<file path="src/rtl/i2c_accel_target.sv">
// i2c_accel_target: I2C target emulating an accelerometer register map.
// Decodes START/STOP, answers DEV_ADDR, and serves pointer+data writes with
// auto-increment and combined-format multi-byte reads. SDA is open-drain.
// Ports:
//   clk, reset           system clock, async active-high reset
//   scl_in, sda_in       raw bus lines (asynchronous to clk)
//   sda_oe               1 = pull SDA low, 0 = release
//   host_we/addr/wdata   fabric write port into the register file
//   wr_strobe/addr/data  one-clk report of each byte committed from the bus
//   busy                 address-matched transaction in progress
module i2c_accel_target #(
    parameter logic [6:0] DEV_ADDR = 7'h53,
    parameter logic [7:0] DEVID    = 8'hE5
) (
    input  logic       clk,
    input  logic       reset,
    input  logic       scl_in,
    input  logic       sda_in,
    output logic       sda_oe,
    input  logic       host_we,
    input  logic [5:0] host_addr,
    input  logic [7:0] host_wdata,
    output logic       wr_strobe,
    output logic [5:0] wr_addr,
    output logic [7:0] wr_data,
    output logic       busy
);

    localparam int unsigned AW   = 6;
    localparam int unsigned DW   = 8;
    localparam int unsigned NREG = 64;
    localparam int unsigned CW   = 4;

    typedef enum logic [2:0] {
        S_IDLE,
        S_ADDR,
        S_ADDR_ACK,
        S_WR_BYTE,
        S_WR_ACK,
        S_RD_BYTE,
        S_RD_ACK,
        S_WAIT_STOP
    } state_t;

    // Synchronizers and registered edge / bus-condition pulses.
    // Flops reset to 1 so an idle bus does not look like an edge after reset.
    logic scl_m, scl_s, scl_q;
    logic sda_m, sda_s, sda_q;
    logic scl_rise, scl_fall, start_det, stop_det, sda_bit;

    always_ff @(posedge clk or posedge reset) begin
        if (reset) begin
            scl_m     <= 1'b1;
            scl_s     <= 1'b1;
            scl_q     <= 1'b1;
            sda_m     <= 1'b1;
            sda_s     <= 1'b1;
            sda_q     <= 1'b1;
            scl_rise  <= 1'b0;
            scl_fall  <= 1'b0;
            start_det <= 1'b0;
            stop_det  <= 1'b0;
            sda_bit   <= 1'b1;
        end else begin
            scl_m     <= scl_in;
            scl_s     <= scl_m;
            scl_q     <= scl_s;
            sda_m     <= sda_in;
            sda_s     <= sda_m;
            sda_q     <= sda_s;
            scl_rise  <= scl_s & ~scl_q;
            scl_fall  <= ~scl_s & scl_q;
            start_det <= scl_s & scl_q & sda_q & ~sda_s;
            stop_det  <= scl_s & scl_q & ~sda_q & sda_s;
            sda_bit   <= sda_s;
        end
    end

    // FSM and datapath registers
    state_t          state, state_n;
    logic [DW-1:0]   shreg, shreg_n;
    logic [CW-1:0]   cnt, cnt_n;
    logic [AW-1:0]   ptr, ptr_n;
    logic            first_byte, first_n;
    logic            ack_end, ack_end_n;   // next SCL fall ends an ACK slot
    logic            rd_mode, rd_n;
    logic            sda_oe_n, busy_n, wr_strobe_n;
    logic [AW-1:0]   wr_addr_n;
    logic [DW-1:0]   wr_data_n;
    logic            bus_we;
    logic [DW-1:0]   byte_in;
    logic [DW-1:0]   rd_byte;
    logic [DW-1:0]   regs [NREG];

    assign byte_in = {shreg[6:0], sda_bit};
    // Register 0 holds DEVID and is never written, so a plain read suffices.
    assign rd_byte = regs[ptr];

    always_ff @(posedge clk or posedge reset) begin
        if (reset) begin
            state      <= S_IDLE;
            shreg      <= '0;
            cnt        <= '0;
            ptr        <= '0;
            first_byte <= 1'b0;
            ack_end    <= 1'b0;
            rd_mode    <= 1'b0;
            sda_oe     <= 1'b0;
            busy       <= 1'b0;
            wr_strobe  <= 1'b0;
            wr_addr    <= '0;
            wr_data    <= '0;
        end else begin
            state      <= state_n;
            shreg      <= shreg_n;
            cnt        <= cnt_n;
            ptr        <= ptr_n;
            first_byte <= first_n;
            ack_end    <= ack_end_n;
            rd_mode    <= rd_n;
            sda_oe     <= sda_oe_n;
            busy       <= busy_n;
            wr_strobe  <= wr_strobe_n;
            wr_addr    <= wr_addr_n;
            wr_data    <= wr_data_n;
        end
    end

    // Next-state / output logic. ACK states drive SDA on the SCL fall and
    // hand over on the following rise; the fall after that ends the ACK slot.
    always_comb begin
        state_n     = state;
        shreg_n     = shreg;
        cnt_n       = cnt;
        ptr_n       = ptr;
        first_n     = first_byte;
        ack_end_n   = ack_end;
        rd_n        = rd_mode;
        sda_oe_n    = sda_oe;
        busy_n      = busy;
        wr_strobe_n = 1'b0;
        wr_addr_n   = wr_addr;
        wr_data_n   = wr_data;
        bus_we      = 1'b0;

        if (stop_det) begin
            state_n   = S_IDLE;
            sda_oe_n  = 1'b0;
            busy_n    = 1'b0;
            ack_end_n = 1'b0;
            cnt_n     = '0;
        end else if (start_det) begin
            state_n   = S_ADDR;
            sda_oe_n  = 1'b0;
            ack_end_n = 1'b0;
            cnt_n     = '0;
        end else begin
            unique case (state)
                S_IDLE: begin
                end
                S_ADDR: begin
                    if (scl_rise) begin
                        shreg_n = byte_in;
                        cnt_n   = cnt + CW'(1);
                        if (cnt == CW'(7)) begin
                            cnt_n = '0;
                            if (byte_in[7:1] == DEV_ADDR) begin
                                state_n = S_ADDR_ACK;
                                busy_n  = 1'b1;
                                rd_n    = byte_in[0];
                            end else begin
                                state_n  = S_WAIT_STOP;
                                busy_n   = 1'b0;
                                sda_oe_n = 1'b0;
                            end
                        end
                    end
                end
                S_ADDR_ACK: begin
                    if (scl_fall) begin
                        sda_oe_n = 1'b1;
                    end else if (scl_rise) begin
                        state_n   = rd_mode ? S_RD_BYTE : S_WR_BYTE;
                        ack_end_n = 1'b1;
                        first_n   = 1'b1;
                        cnt_n     = '0;
                    end
                end
                S_WR_BYTE: begin
                    if (scl_fall && ack_end) begin
                        sda_oe_n  = 1'b0;
                        ack_end_n = 1'b0;
                    end else if (scl_rise) begin
                        shreg_n = byte_in;
                        cnt_n   = cnt + CW'(1);
                        if (cnt == CW'(7)) begin
                            cnt_n   = '0;
                            state_n = S_WR_ACK;
                            if (first_byte) begin
                                ptr_n = byte_in[AW-1:0];
                            end else begin
                                // Register 0 is read-only: ACKed but not committed.
                                if (ptr != '0) begin
                                    bus_we      = 1'b1;
                                    wr_strobe_n = 1'b1;
                                    wr_addr_n   = ptr;
                                    wr_data_n   = byte_in;
                                end
                                ptr_n = ptr + AW'(1);
                            end
                        end
                    end
                end
                S_WR_ACK: begin
                    if (scl_fall) begin
                        sda_oe_n = 1'b1;
                    end else if (scl_rise) begin
                        state_n   = S_WR_BYTE;
                        ack_end_n = 1'b1;
                        first_n   = 1'b0;
                    end
                end
                S_RD_BYTE: begin
                    if (scl_fall) begin
                        if (ack_end) begin
                            // Byte is captured here; later host writes cannot alter it.
                            shreg_n   = rd_byte;
                            sda_oe_n  = ~rd_byte[7];
                            ptr_n     = ptr + AW'(1);
                            cnt_n     = '0;
                            ack_end_n = 1'b0;
                        end else if (cnt == CW'(8)) begin
                            sda_oe_n = 1'b0;
                            state_n  = S_RD_ACK;
                            cnt_n    = '0;
                        end else begin
                            shreg_n  = {shreg[6:0], 1'b0};
                            sda_oe_n = ~shreg[6];
                        end
                    end else if (scl_rise && !ack_end) begin
                        cnt_n = cnt + CW'(1);
                    end
                end
                S_RD_ACK: begin
                    if (scl_rise) begin
                        if (!sda_bit) begin
                            state_n   = S_RD_BYTE;
                            ack_end_n = 1'b1;
                        end else begin
                            state_n = S_WAIT_STOP;
                        end
                    end
                end
                S_WAIT_STOP: begin
                    sda_oe_n = 1'b0;
                end
                default: begin
                    state_n  = S_IDLE;
                    sda_oe_n = 1'b0;
                end
            endcase
        end
    end

    // Register file; on a same-address collision the bus write is last and wins.
    always_ff @(posedge clk or posedge reset) begin
        if (reset) begin
            for (int i = 0; i < NREG; i++) begin
                regs[i] <= '0;
            end
            regs[0] <= DEVID;
        end else begin
            if (host_we && host_addr != '0) begin
                regs[host_addr] <= host_wdata;
            end
            if (bus_we) begin
                regs[ptr] <= byte_in;
            end
        end
    end

endmodule

</file>
<file path="config.mk">
export PLATFORM = sky130hd
export DESIGN_NAME = i2c_accel_target
export DESIGN_NICKNAME = d
export VERILOG_FILES = /design/src/rtl/i2c_accel_target.sv
export SDC_FILE = /design/constraint.sdc
export NUM_CORES = 2
export LEC_CHECK = 0
export ABC_CLOCK_PERIOD_IN_PS = 32200
export BUFFER_PORTS_ARGS = -buffer_cell sky130_fd_sc_hd__buf_2
export CORE_UTILIZATION = 55
export DETAILED_ROUTE_END_ITERATION = 10
export PLACE_DENSITY = 0.8
export SYNTH_ARGS = -nofsm -noshare
export SYNTH_HDL_FRONTEND = slang
export SYNTH_SLANG_ARGS = --single-unit
</file>
<file path="constraint.sdc">
create_clock -name clk -period 32.2 [get_ports clk]
set_input_delay 1.61 -clock clk [delete_from_list [all_inputs] [get_ports clk]]
set_output_delay 1.61 -clock clk [all_outputs]
set_load 0.05 [all_outputs]
</file>
==> flow_metrics.env <==
export IMPL_path_cells="clkinv_1, buf_4, a311oi_4, buf_4, nand3_1, nor2_1, a21oi_1"
export IMPL_die_area_um2=57200
export IMPL_synth_edff_count=0
export IMPL_diodes=0
export IMPL_power_static_leakage_nw=15.2
export IMPL_cts_resized=0
export IMPL_area_growth_pct=7.61
export IMPL_fin_crit_sh_pct=13.6
export IMPL_grt_max_degree=172
export IMPL_synthArstFlopShare_pct=100
export IMPL_synth_seq_cells=562
export IMPL_timing_final_crit_period_ns=4.38
export IMPL_avgViaCountPerCell=6.76
export IMPL_cts_buffers=59
export IMPL_max_freq_mhz=228
export IMPL_synth_nets=3271
export IMPL_holdWs_ns=0.357
export IMPL_grt_overflow=0
export IMPL_grt_pass1_wl_um=154000
export IMPL_first_pass_iters=7
export IMPL_cts_post_setup_buffers_inserted=0
export IMPL_io_pins=36
export IMPL_ir_worst_vdd_uv=77.2
export IMPL_globalRouteTotalUtil_pct=35.6
export IMPL_synthTopCellsByArea="dfrtp_1 (45%), mux2i_1 (19%), a21oi_1 (9.1%)"
export IMPL_syn_area_um2=30900
export IMPL_fp_dieW_um=239
export IMPL_synth_main_ff_cell="dfrtp_1"
export IMPL_core_area_um2=55300
export IMPL_finalPower_mw=2.42
export IMPL_wl_um=102000
export IMPL_cts_hold_fix_buffers=0
export IMPL_drt_initial_drc_count=3909
export IMPL_slowest_delay_ns=0.85
export IMPL_critPathLaunchType="flip-flop"
export IMPL_route_vias_total=26300
export IMPL_clk_latency_ns=0.66
export IMPL_cp_slowest_cell="buf_4"
export IMPL_synth_top_area_cell="dfrtp_1"
export IMPL_path_class="flip-flop to flip-flop"
export IMPL_ant_nets=0
export IMPL_drive_gt1_share_pct=10.5
export IMPL_antenna_found_initial=4
export IMPL_wire_per_inst_um=26.1
export IMPL_nFillCells=4592
export IMPL_drc_errors=0
export IMPL_tightest_slew_ns=1.42
export IMPL_grt_pass1_vias=25200
export IMPL_final_common_cell="nor2_1"
export IMPL_cts_root_buf="clkbuf_16"
export IMPL_yosysWarnings=0
export IMPL_min_path_type="flip-flop to flip-flop"
export IMPL_yosysUniqueCellTypes=60
export IMPL_layout_common_cells="nor2_1 (592), mux2i_1 (590), a21oi_1 (561), dfrtp_1 (541), nand2_1 (122)"
export IMPL_status="completed"
export IMPL_tns_ns=0
export IMPL_start_util_pct=55.9
export IMPL_cts_buffer_depth=3
export IMPL_setup_viol=0
export IMPL_cts_sinks=562
export IMPL_ys_seq_area_share_pct=45.5
export IMPL_synth_top_area_share_pct=44.6
export IMPL_final_util_pct=60.2
export IMPL_row_count=86
export IMPL_slew_headroom_pct=5.17
export IMPL_end_kind="flip-flop"
export IMPL_portBuffers=35
export IMPL_drv_cap=0
export IMPL_power_density_nw_per_um2=72.5
export IMPL_cts_clk_slew_worst_paths_ns=0.06
export IMPL_path_common_cell="buf_4"
export IMPL_hold_viol_final=0
export IMPL_regArea_um2=14100
export IMPL_post_dp_hpwl_um=58500
export IMPL_place_congestion=0.997
export IMPL_cts_tree="yes"
export IMPL_avgSynthCellArea_um2=9.53
export IMPL_crit_required_ns=32.69
export IMPL_die_y_um=239
export IMPL_multi_input_area_um2=15600
export IMPL_finalMaxSlewViolations=0
export IMPL_finClkSkew_ns=0.0257
export IMPL_h_tree_depth=2
export IMPL_nets=3118
export IMPL_synthCells=3248
export IMPL_rsz0062_at_grt="no"
export IMPL_critical_path_arrival_ns=4.87
export IMPL_crit_fanout=66
-- per-layer routing --
layer	vias up	GRT usage [%]	routed length, um
met5	-	1.21	128
met3	485	11.0	13500
met4	10	19.8	6590
met2	1912	53.6	44100
li1	11200	-	-
met1	12600	45.4	37300
-- report_power, final --
| part | switching [mW] | total, mW | internal, mW |
|---|---|---|---|
| combinational | 0.562 | 0.820 | 0.258 |
| clock | 0.295 | 0.714 | 0.419 |
| sequential | 0.0798 | 0.882 | 0.802 |
-- cell type report --
cell class,count,share of cell area [%]
clock inverters,16,0.616
multi-input cells,2373,47.0
repair buffers,84,1.71
flip-flops and latches,562,42.3
inverters,15,0.192
clock buffers,92,5.38
well taps,748,2.81
-- through the flow --
stage / worst slack (ns) / instance area (um^2) / instances
2_1_floorplan: 14.89 / 30900 / 3248
3_3_place_gp: 27.80 / 31300 / 3782
3_5_place_dp: 27.76 / 31300 / 3782
4_1_cts: 27.97 / 33300 / 3890
5_1_grt: 27.61 / 33300 / 3890
6_report: 27.82 / 33300 / 3890
-- worst paths after layout --
path	start	endpoint	slack, ns	cells after the start
max	ptr[2]$_DFFE_PP0P_	regs[202]$_DFF_PP0_	27.82	7
min in group asynchronous	reset	regs[251]$_DFF_PP0_	1.19	2
max in group asynchronous	reset	regs[270]$_DFF_PP0_	28.45	4
max reg2reg	ptr[2]$_DFFE_PP0P_	regs[202]$_DFF_PP0_	27.82	7
min reg2reg	scl_m$_DFF_PP1_	scl_s$_DFF_PP1_	0.36	0
min	scl_m$_DFF_PP1_	scl_s$_DFF_PP1_	0.36	0
-- critical path, delay by kind of cell (launching register included) --
family / cells / cell delay (ns)
compound gates: 2 / 0.79
buf+inv: 3 / 1.57
simple gates: 2 / 1.10
flops: 1 / 0.67
-- registers in the layout, summed over array words and instances (netlist names), 3 cells and up --
| register | cells |
|---|---|
| wr_addr | 6 |
| state | 3 |
| ptr | 6 |
| cnt | 4 |
| wr_data | 8 |
| regs | 512 |
| shreg | 7 |
-- synthesized netlist by cell type, types with 4 or more instances --
master / instances
mux4_2: 22
a21oi_1: 561
a221oi_1: 60
a31oi_1: 7
o2bb2ai_1: 6
inv_1: 13
buf_1: 26
nand4_1: 4
a22o_1: 6
clkbuf_1: 210
nor3b_1: 5
or2_2: 6
a22oi_1: 46
buf_4: 5
buf_2: 57
nand2b_1: 8
and2_1: 6
dfrtp_1: 551
nand3_2: 15
ha_1: 4
nor2_1: 596
nand3b_1: 5
o21ai_0: 51
o22ai_1: 28
mux2_2: 71
nor3_1: 7
o221ai_1: 7
and3_1: 6
a221o_1: 7
a211oi_1: 6
nor2b_1: 10
mux2i_1: 590
nand2_1: 122
nand3_1: 70
dfstp_2: 11
-- logic make-up (layout without fill, tap and decap cells) --
kind of cell | Yosys count | after routing | share of synthesized area (%)
fa+ha+maj | 4 | 4 | 0.162
mux | 683 | 683 | 23.3
flops | 562 | 562 | 45.5
compound gates | 805 | 805 | 15.0
buf+inv | 313 | 207 | 4.09
simple gates | 881 | 881 | 12.0
Note: power is estimated with default switching activity, not from simulation.
